==> src/rtl/decode_hazard_unit_if.sv <==
// Fetch/writeback/branch inputs and DE/EX latch outputs of the decode hazard unit.
interface decode_hazard_unit_if #(
    parameter int PC_WIDTH = 16,
    parameter int IR_WIDTH = 32
);
    logic                I_LOCK;
    logic [PC_WIDTH-1:0] I_PC;
    logic [IR_WIDTH-1:0] I_IR;
    logic                I_FetchStall;
    logic                I_WBValid;
    logic [3:0]          I_WBReg;
    logic                I_BranchResolve;

    logic                O_LOCK;
    logic [PC_WIDTH-1:0] O_PC;
    logic [IR_WIDTH-1:0] O_IR;
    logic                O_Valid;
    logic                O_BranchStallSignal;
    logic                O_DepStallSignal;

    modport master (
        output I_LOCK, I_PC, I_IR, I_FetchStall, I_WBValid, I_WBReg, I_BranchResolve,
        input  O_LOCK, O_PC, O_IR, O_Valid, O_BranchStallSignal, O_DepStallSignal
    );

    modport slave (
        input  I_LOCK, I_PC, I_IR, I_FetchStall, I_WBValid, I_WBReg, I_BranchResolve,
        output O_LOCK, O_PC, O_IR, O_Valid, O_BranchStallSignal, O_DepStallSignal
    );
endinterface

==> src/rtl/decode_hazard_unit.sv <==
// Decode-stage hazard unit: register scoreboard, dependency stall and branch wait,
// driving a registered DE/EX latch.
module decode_hazard_unit #(
    parameter int PC_WIDTH = 16,
    parameter int IR_WIDTH = 32,
    parameter int NUM_REGS = 16
) (
    input logic                 I_CLOCK,
    input logic                 I_RESET,
    decode_hazard_unit_if.slave bus
);
    localparam logic [1:0] RUN       = 2'd0;
    localparam logic [1:0] DEP_STALL = 2'd1;
    localparam logic [1:0] BR_WAIT   = 2'd2;

    localparam logic [IR_WIDTH-1:0] NOP_IR = IR_WIDTH'(32'hFF000000);

    logic [1:0]          state_q, state_d;
    logic [NUM_REGS-1:0] busy_q, busy_d;
    logic [PC_WIDTH-1:0] hold_pc_q, hold_pc_d;
    logic [IR_WIDTH-1:0] hold_ir_q, hold_ir_d;
    logic                lock_q;
    logic [PC_WIDTH-1:0] pc_q, pc_d;
    logic [IR_WIDTH-1:0] ir_q, ir_d;
    logic                valid_q, valid_d;
    logic                br_stall_q, br_stall_d;
    logic                dep_stall_q, dep_stall_d;

    logic                cand_valid;
    logic [PC_WIDTH-1:0] cand_pc;
    logic [IR_WIDTH-1:0] cand_ir;
    logic                is_nop, is_branch, is_store;
    logic                reads_rs1, reads_rs2, writes_rd;
    logic [NUM_REGS-1:0] rd_mask, rs1_mask, rs2_mask, wb_mask, eff_busy;
    logic                hazard;
    logic                unused_ir_bits;

    // The held instruction always takes precedence over fetch while dependency-stalled.
    assign cand_valid = (state_q == DEP_STALL) ||
                        (state_q == RUN && bus.I_LOCK && !bus.I_FetchStall);
    assign cand_pc    = (state_q == DEP_STALL) ? hold_pc_q : bus.I_PC;
    assign cand_ir    = (state_q == DEP_STALL) ? hold_ir_q : bus.I_IR;

    assign is_nop    = (cand_ir[31:24] == 8'hFF);
    assign is_branch = (cand_ir[31:28] == 4'h2);
    assign is_store  = (cand_ir[31:28] == 4'h1);
    assign reads_rs1 = !is_nop;
    assign reads_rs2 = !is_nop && !is_branch;
    assign writes_rd = !is_nop && !is_branch && !is_store;

    assign rd_mask  = NUM_REGS'(1) << cand_ir[23:20];
    assign rs1_mask = NUM_REGS'(1) << cand_ir[19:16];
    assign rs2_mask = NUM_REGS'(1) << cand_ir[11:8];
    assign wb_mask  = bus.I_WBValid ? (NUM_REGS'(1) << bus.I_WBReg) : '0;
    assign eff_busy = busy_q & ~wb_mask;

    assign hazard = (reads_rs1 && |(eff_busy & rs1_mask)) ||
                    (reads_rs2 && |(eff_busy & rs2_mask)) ||
                    (writes_rd && |(eff_busy & rd_mask));

    assign unused_ir_bits = ^{cand_ir[15:12], cand_ir[7:0]};

    always_comb begin
        state_d     = state_q;
        busy_d      = busy_q;
        hold_pc_d   = hold_pc_q;
        hold_ir_d   = hold_ir_q;
        pc_d        = pc_q;
        ir_d        = NOP_IR;
        valid_d     = 1'b0;
        br_stall_d  = br_stall_q;
        dep_stall_d = dep_stall_q;

        // With the pipeline disabled everything but the latch valid/IR freezes.
        if (bus.I_LOCK) begin
            busy_d = eff_busy;
            if (state_q == BR_WAIT) begin
                br_stall_d = 1'b1;
                if (bus.I_BranchResolve) begin
                    state_d    = RUN;
                    br_stall_d = 1'b0;
                end
            end else if (cand_valid) begin
                br_stall_d = is_branch;
                if (!hazard) begin
                    pc_d        = cand_pc;
                    ir_d        = cand_ir;
                    valid_d     = 1'b1;
                    dep_stall_d = 1'b0;
                    state_d     = is_branch ? BR_WAIT : RUN;
                    if (writes_rd) begin
                        busy_d = eff_busy | rd_mask;
                    end
                end else begin
                    hold_pc_d   = cand_pc;
                    hold_ir_d   = cand_ir;
                    dep_stall_d = 1'b1;
                    state_d     = DEP_STALL;
                end
            end else begin
                br_stall_d  = 1'b0;
                dep_stall_d = 1'b0;
            end
        end
    end

    always_ff @(posedge I_CLOCK) begin
        if (I_RESET) begin
            state_q     <= RUN;
            busy_q      <= '0;
            hold_pc_q   <= '0;
            hold_ir_q   <= '0;
            lock_q      <= 1'b0;
            pc_q        <= '0;
            ir_q        <= NOP_IR;
            valid_q     <= 1'b0;
            br_stall_q  <= 1'b0;
            dep_stall_q <= 1'b0;
        end else begin
            state_q     <= state_d;
            busy_q      <= busy_d;
            hold_pc_q   <= hold_pc_d;
            hold_ir_q   <= hold_ir_d;
            lock_q      <= bus.I_LOCK;
            pc_q        <= pc_d;
            ir_q        <= ir_d;
            valid_q     <= valid_d;
            br_stall_q  <= br_stall_d;
            dep_stall_q <= dep_stall_d;
        end
    end

    assign bus.O_LOCK              = lock_q;
    assign bus.O_PC                = pc_q;
    assign bus.O_IR                = ir_q;
    assign bus.O_Valid             = valid_q;
    assign bus.O_BranchStallSignal = br_stall_q;
    assign bus.O_DepStallSignal    = dep_stall_q;
endmodule
==> src/flat_wrapper.sv <==
// flat-port wrapper written by rule: the top's interface ports become plain ports
module decode_hazard_unit_flat 
#(
    parameter int PC_WIDTH = 16,
    parameter int IR_WIDTH = 32,
    parameter int NUM_REGS = 16
)
  (I_CLOCK, I_RESET, bus_I_LOCK, bus_I_PC, bus_I_IR, bus_I_FetchStall, bus_I_WBValid, bus_I_WBReg, bus_I_BranchResolve, bus_O_LOCK, bus_O_PC, bus_O_IR, bus_O_Valid, bus_O_BranchStallSignal, bus_O_DepStallSignal);
  decode_hazard_unit_if #(.PC_WIDTH(PC_WIDTH), .IR_WIDTH(IR_WIDTH)) bus_i ();
  input logic I_CLOCK;
  input logic I_RESET;
  input wire logic [$bits(bus_i.I_LOCK)-1:0] bus_I_LOCK;
  input wire logic [$bits(bus_i.I_PC)-1:0] bus_I_PC;
  input wire logic [$bits(bus_i.I_IR)-1:0] bus_I_IR;
  input wire logic [$bits(bus_i.I_FetchStall)-1:0] bus_I_FetchStall;
  input wire logic [$bits(bus_i.I_WBValid)-1:0] bus_I_WBValid;
  input wire logic [$bits(bus_i.I_WBReg)-1:0] bus_I_WBReg;
  input wire logic [$bits(bus_i.I_BranchResolve)-1:0] bus_I_BranchResolve;
  output wire logic [$bits(bus_i.O_LOCK)-1:0] bus_O_LOCK;
  output wire logic [$bits(bus_i.O_PC)-1:0] bus_O_PC;
  output wire logic [$bits(bus_i.O_IR)-1:0] bus_O_IR;
  output wire logic [$bits(bus_i.O_Valid)-1:0] bus_O_Valid;
  output wire logic [$bits(bus_i.O_BranchStallSignal)-1:0] bus_O_BranchStallSignal;
  output wire logic [$bits(bus_i.O_DepStallSignal)-1:0] bus_O_DepStallSignal;
  assign bus_i.I_LOCK = bus_I_LOCK;
  assign bus_i.I_PC = bus_I_PC;
  assign bus_i.I_IR = bus_I_IR;
  assign bus_i.I_FetchStall = bus_I_FetchStall;
  assign bus_i.I_WBValid = bus_I_WBValid;
  assign bus_i.I_WBReg = bus_I_WBReg;
  assign bus_i.I_BranchResolve = bus_I_BranchResolve;
  assign bus_O_LOCK = bus_i.O_LOCK;
  assign bus_O_PC = bus_i.O_PC;
  assign bus_O_IR = bus_i.O_IR;
  assign bus_O_Valid = bus_i.O_Valid;
  assign bus_O_BranchStallSignal = bus_i.O_BranchStallSignal;
  assign bus_O_DepStallSignal = bus_i.O_DepStallSignal;
  decode_hazard_unit #(.PC_WIDTH(PC_WIDTH), .IR_WIDTH(IR_WIDTH), .NUM_REGS(NUM_REGS)) u_core (.I_CLOCK(I_CLOCK), .I_RESET(I_RESET), .bus(bus_i));
endmodule
==> config.mk <==
export PLATFORM = sky130hd
export DESIGN_NAME = decode_hazard_unit_flat
export DESIGN_NICKNAME = d
export VERILOG_FILES = /design/src/rtl/decode_hazard_unit_if.sv /design/src/rtl/decode_hazard_unit.sv /design/src/flat_wrapper.sv
export SDC_FILE = /design/constraint.sdc
export NUM_CORES = 1
export LEC_CHECK = 0
export ABC_CLOCK_PERIOD_IN_PS = 6400
export CAP_MARGIN = 20
export CORE_MARGIN = 1.5
export CORE_UTILIZATION = 57
export CTS_CLUSTER_SIZE = 16
export DETAILED_ROUTE_END_ITERATION = 12
export PLACE_DENSITY = 0.83
export SLEW_MARGIN = 20
export SYNTH_ARGS = -nofsm -noshare
export SYNTH_HDL_FRONTEND = slang
export SYNTH_SLANG_ARGS = --single-unit
==> constraint.sdc <==
create_clock -name I_CLOCK -period 6.4 [get_ports I_CLOCK]
set_clock_uncertainty 0.05 [all_clocks]
set_input_delay 1.6 -clock I_CLOCK [delete_from_list [all_inputs] [get_ports I_CLOCK]]
set_output_delay 1.6 -clock I_CLOCK [all_outputs]
set_load 0.02 [all_outputs]
==> key figures <==
Logic synthesis
  • Cell taking the most area after synthesis: dfxtp_1
  • Post-synthesis register bit count: 118
  • Post-synth EDFFs: 0
  • Synth warnings: 0
  • Post-synthesis sequential area ratio: 39.6%
  • Synth async-reset ratio: 0%
  • Syn nets: 748
  • Post-synth top flop: dfxtp_1
  • Yosys top cell area share: 39.6%
  • Synth cell types: 61
  • Mapped Cells: 690
  • Mapped Area: 0.00597 mm^2
  • Synth area leaders: dfxtp_1 40%, nand2b_1 10%, mux2i_1 9.2%
  • Synthesized area per cell: 8.65 um^2

Clock network
  • Root Buffer: clkbuf_8
  • Clock buffer depth: 2
  • CTS resizes: 0
  • # H-tree levels: 4
  • CTS Sinks: 118
  • TritonCTS clock tree: yes
  • Inserted Clock Buffers: 17
  • Reg clk slew, reported paths: 0.06 ns
  • Worst skew pair latency: 0.53 ns
  • Setup bufs post-CTS: 0
  • Hold_buf cts: 0

Timing
  • Worst-Margin Slew: 1.08 ns
  • Final slew viol count: 0
  • RSZ-0062 raised after global routing: false
  • Final period util: 79.0%
  • Setup TNS: 0 ns
  • Setup-failing EPs final: 0
  • Final Hold Vio Count: 0
  • Final WS setup: 1.34 ns
  • Max Fclk: 198 MHz
  • Slew Limit Headroom: 28.3%
  • Tmin final: 5.06 ns

Critical path
  • Crit path required time: 6.74 ns
  • Worst-path cell chain: clkdlybuf4s50_1 -> nand2b_1 -> o31ai_1 -> mux2i_1 -> a2111oi_2 -> nor4b_1 -> a32o_1 -> or4_1 -> inv_2 -> o211ai_1
  • Critical path buffers and inverters: 2
  • R2r setup slk: 1.73 ns
  • Family with the most delay on the worst path: compound AO/OA/AOI/OAI gates
  • Slowest-stage cell, CP: or4_1
  • R2R cell count: 9
  • Crit-path max FO: 18
  • Worst setup path category: input port to flip-flop
  • CP endpoint kind: flip-flop
  • Setup crit start kind: input port
  • R2R Path End: u_core.bus.O_IR[28]
  • Arr. time, crit path: 5.40 ns
  • R2R Path Start: u_core.state_q[1]
  • CP max stage delay: 0.89 ns

Route
  • 1st-pass router iterations: 6
  • Via count: 5598
  • DRC errors left: 0
  • Wire per inst: 18.1 um
  • Detailed Route Iter0 Violations: 641
  • Routed Antenna Nets: 0
  • Vias per cell: 6.03
  • Drt total wl: 16900 um

Floorplan
  • Core area: 0.0102 mm^2
  • Io pins: 110
  • Initial Utilization: 58.3%
  • Die area: 0.0111 mm^2
  • DIE HEIGHT: 105 um
  • Die Width: 105 um
  • Row cnt: 37

Hold path
  • Hold Path Cell Cnt: 2
  • Hold path start: u_core.hold_ir_q[1]
  • Hold WC Path Type: flip-flop to flip-flop
  • Worst-case hold path end point: u_core.bus.O_IR[1]

Layout
  • Fraction of layout cells with a size suffix above 1: 11.0%
  • Synthesis-to-layout area growth: 29.3%
  • Post-Route Utilization: 75.5%
  • Non-filler cells, final: 929
  • Final net count: 839
  • Antenna Cells: 0

GRT
  • GRT overflow: 0
  • First-pass GRT wire length: 27500 um
  • Initial antenna violation count: 0
  • Total global-route track usage: 31.4%
  • Largest net degree at the start of global routing: 131
  • Number of global-route vias before repair: 5429

Place
  • Place WS: 0.845 ns
  • IO buf count: 109
  • Detailed Place HPWL: 11200 um
  • GP Congestion: 0.904
  • Placed Cells incl. Taps: 898

Pwr
  • Lkg Pwr: 2.78 nW
  • PwrDens: 280 mW/mm^2
  • Worst VDD drop: 0.216 mV

Run status
  • Status: complete, no violations

Flow run
  • MaxCap Viol Count: 0
==> registers in the layout, indices dropped and copies added, names as in the netlist, 2 cells and up <==
register and flops:
u_core.bus.O_PC 16, u_core.hold_pc_q 16, u_core.state_q 2, u_core.hold_ir_q 32
u_core.bus.O_IR 32, u_core.busy_q 16
==> stage by stage <==
step	cell area, um^2	hold slack (ns)	total power, W
5_1_grt	7720	0.428	0.00224
4_1_cts	7720	0.407	0.00217
6_report	7720	0.408	0.00216
3_5_place_dp	7140	0.395	0.00123
2_1_floorplan	5970	0.382	0.00108
3_3_place_gp	7140	0.389	0.00123
==> cell type report <==
class                   instances  area (um^2)
well taps                     136          170
inverters                      13         48.8
multi-input cells             507         3360
fillers                       708         2510
flip-flops and latches        118         2360
clock buffers                  24          490
clock inverters                 7         93.8
repair buffers                124         1200
==> routing by layer <==
layer	GRT usage [%]	wire length (um)	vias up
li1	-	-	2658
met3	7.92	1270	26
met2	51.2	8210	257
met5	0	0	-
met4	12.5	261	0
met1	39.9	7120	2657
==> worst reg2reg max path: stages (launching register included) <==
cell and delay, ns:
dfxtp_1 0.64, nand2b_4 0.79, mux2i_1 0.79, mux2i_1 0.16
a21oi_1 0.19, o2111ai_1 0.22, a32o_1 0.36, or4_1 0.89
inv_2 0.31, o211ai_1 0.13
==> logic make-up after synthesis <==
logic type / share of synthesized area (%)
AOI/OAI and AO/OA: 18.5
xor gates and xnor gates: 0.293
buffers and inverters: 4.88
DFF: 39.6
muxes: 11.2
and+or+nand+nor: 25.5
==> synth_stat cells, types with 4 or more instances <==
cell      instances
a211oi_1          7
nor3_1            9
nor4bb_1          4
nand4_1           4
o31ai_1          14
a21oi_1          18
mux2i_1          55
nand3_1          17
buf_2            17
inv_1            12
dfxtp_1         118
a31oi_1          25
clkbuf_1         31
nand2_1          87
a311oi_1         23
nand4b_1          4
a31o_2            8
mux2_2            7
nor2_1           42
a21oi_2          10
nor2b_1           5
nand2b_1         97
nor3b_1           4
o22ai_1          14
o21ai_0           9
==> cells in the final DEF (no fill, tap or decap), types with 4 or more instances in the layout <==
cell	netlist	layout
dfxtp_1	118	118
clkdlybuf4s50_1	0	108
nand2b_1	97	97
nand2_1	87	87
mux2i_1	55	55
nor2_1	42	42
a31oi_1	25	25
a311oi_1	23	23
nand3_1	17	17
a21oi_1	18	17
clkbuf_16	0	16
buf_4	1	15
o22ai_1	14	14
o31ai_1	14	13
inv_1	12	12
a21oi_2	10	10
o21ai_0	9	9
nor3_1	9	9
a31o_2	8	8
mux2_2	7	7
a211oi_1	7	7
clkbuf_8	0	6
nor4bb_1	4	4
nand4_1	4	4
nor3b_1	4	4
nor2b_1	5	4
nand4b_1	4	4
==> worst max path at each step <==
| stage | startpoint | end | slack, ns | cells past startpoint |
|---|---|---|---|---|
| final | bus_I_WBReg[0] | u_core.bus.O_IR[28] | 1.34 | 10 |
| after global routing | bus_I_WBReg[2] | u_core.bus.O_IR[28] | 1.12 | 10 |
| after CTS | bus_I_WBReg[0] | u_core.bus.O_IR[28] | 1.39 | 10 |
| after detailed placement | bus_I_WBReg[0] | u_core.bus.O_IR[28] | 0.84 | 10 |
| after global placement | bus_I_WBReg[0] | u_core.bus.O_IR[28] | 0.90 | 10 |
| after floorplan | bus_I_WBReg[3] | u_core.bus.O_IR[28] | 2.33 | 11 |
==> report_power, final <==
| part | internal [W] | total, W | switching, W |
|---|---|---|---|
| logic | 0.000172 | 0.000411 | 0.000239 |
| clock network | 0.000603 | 0.000934 | 0.000331 |
| registers | 0.000783 | 0.000815 | 0.0000321 |
| total | 0.00156 | 0.00216 | 0.000603 |
No activity file was read; power rests on OpenSTA's default activity.
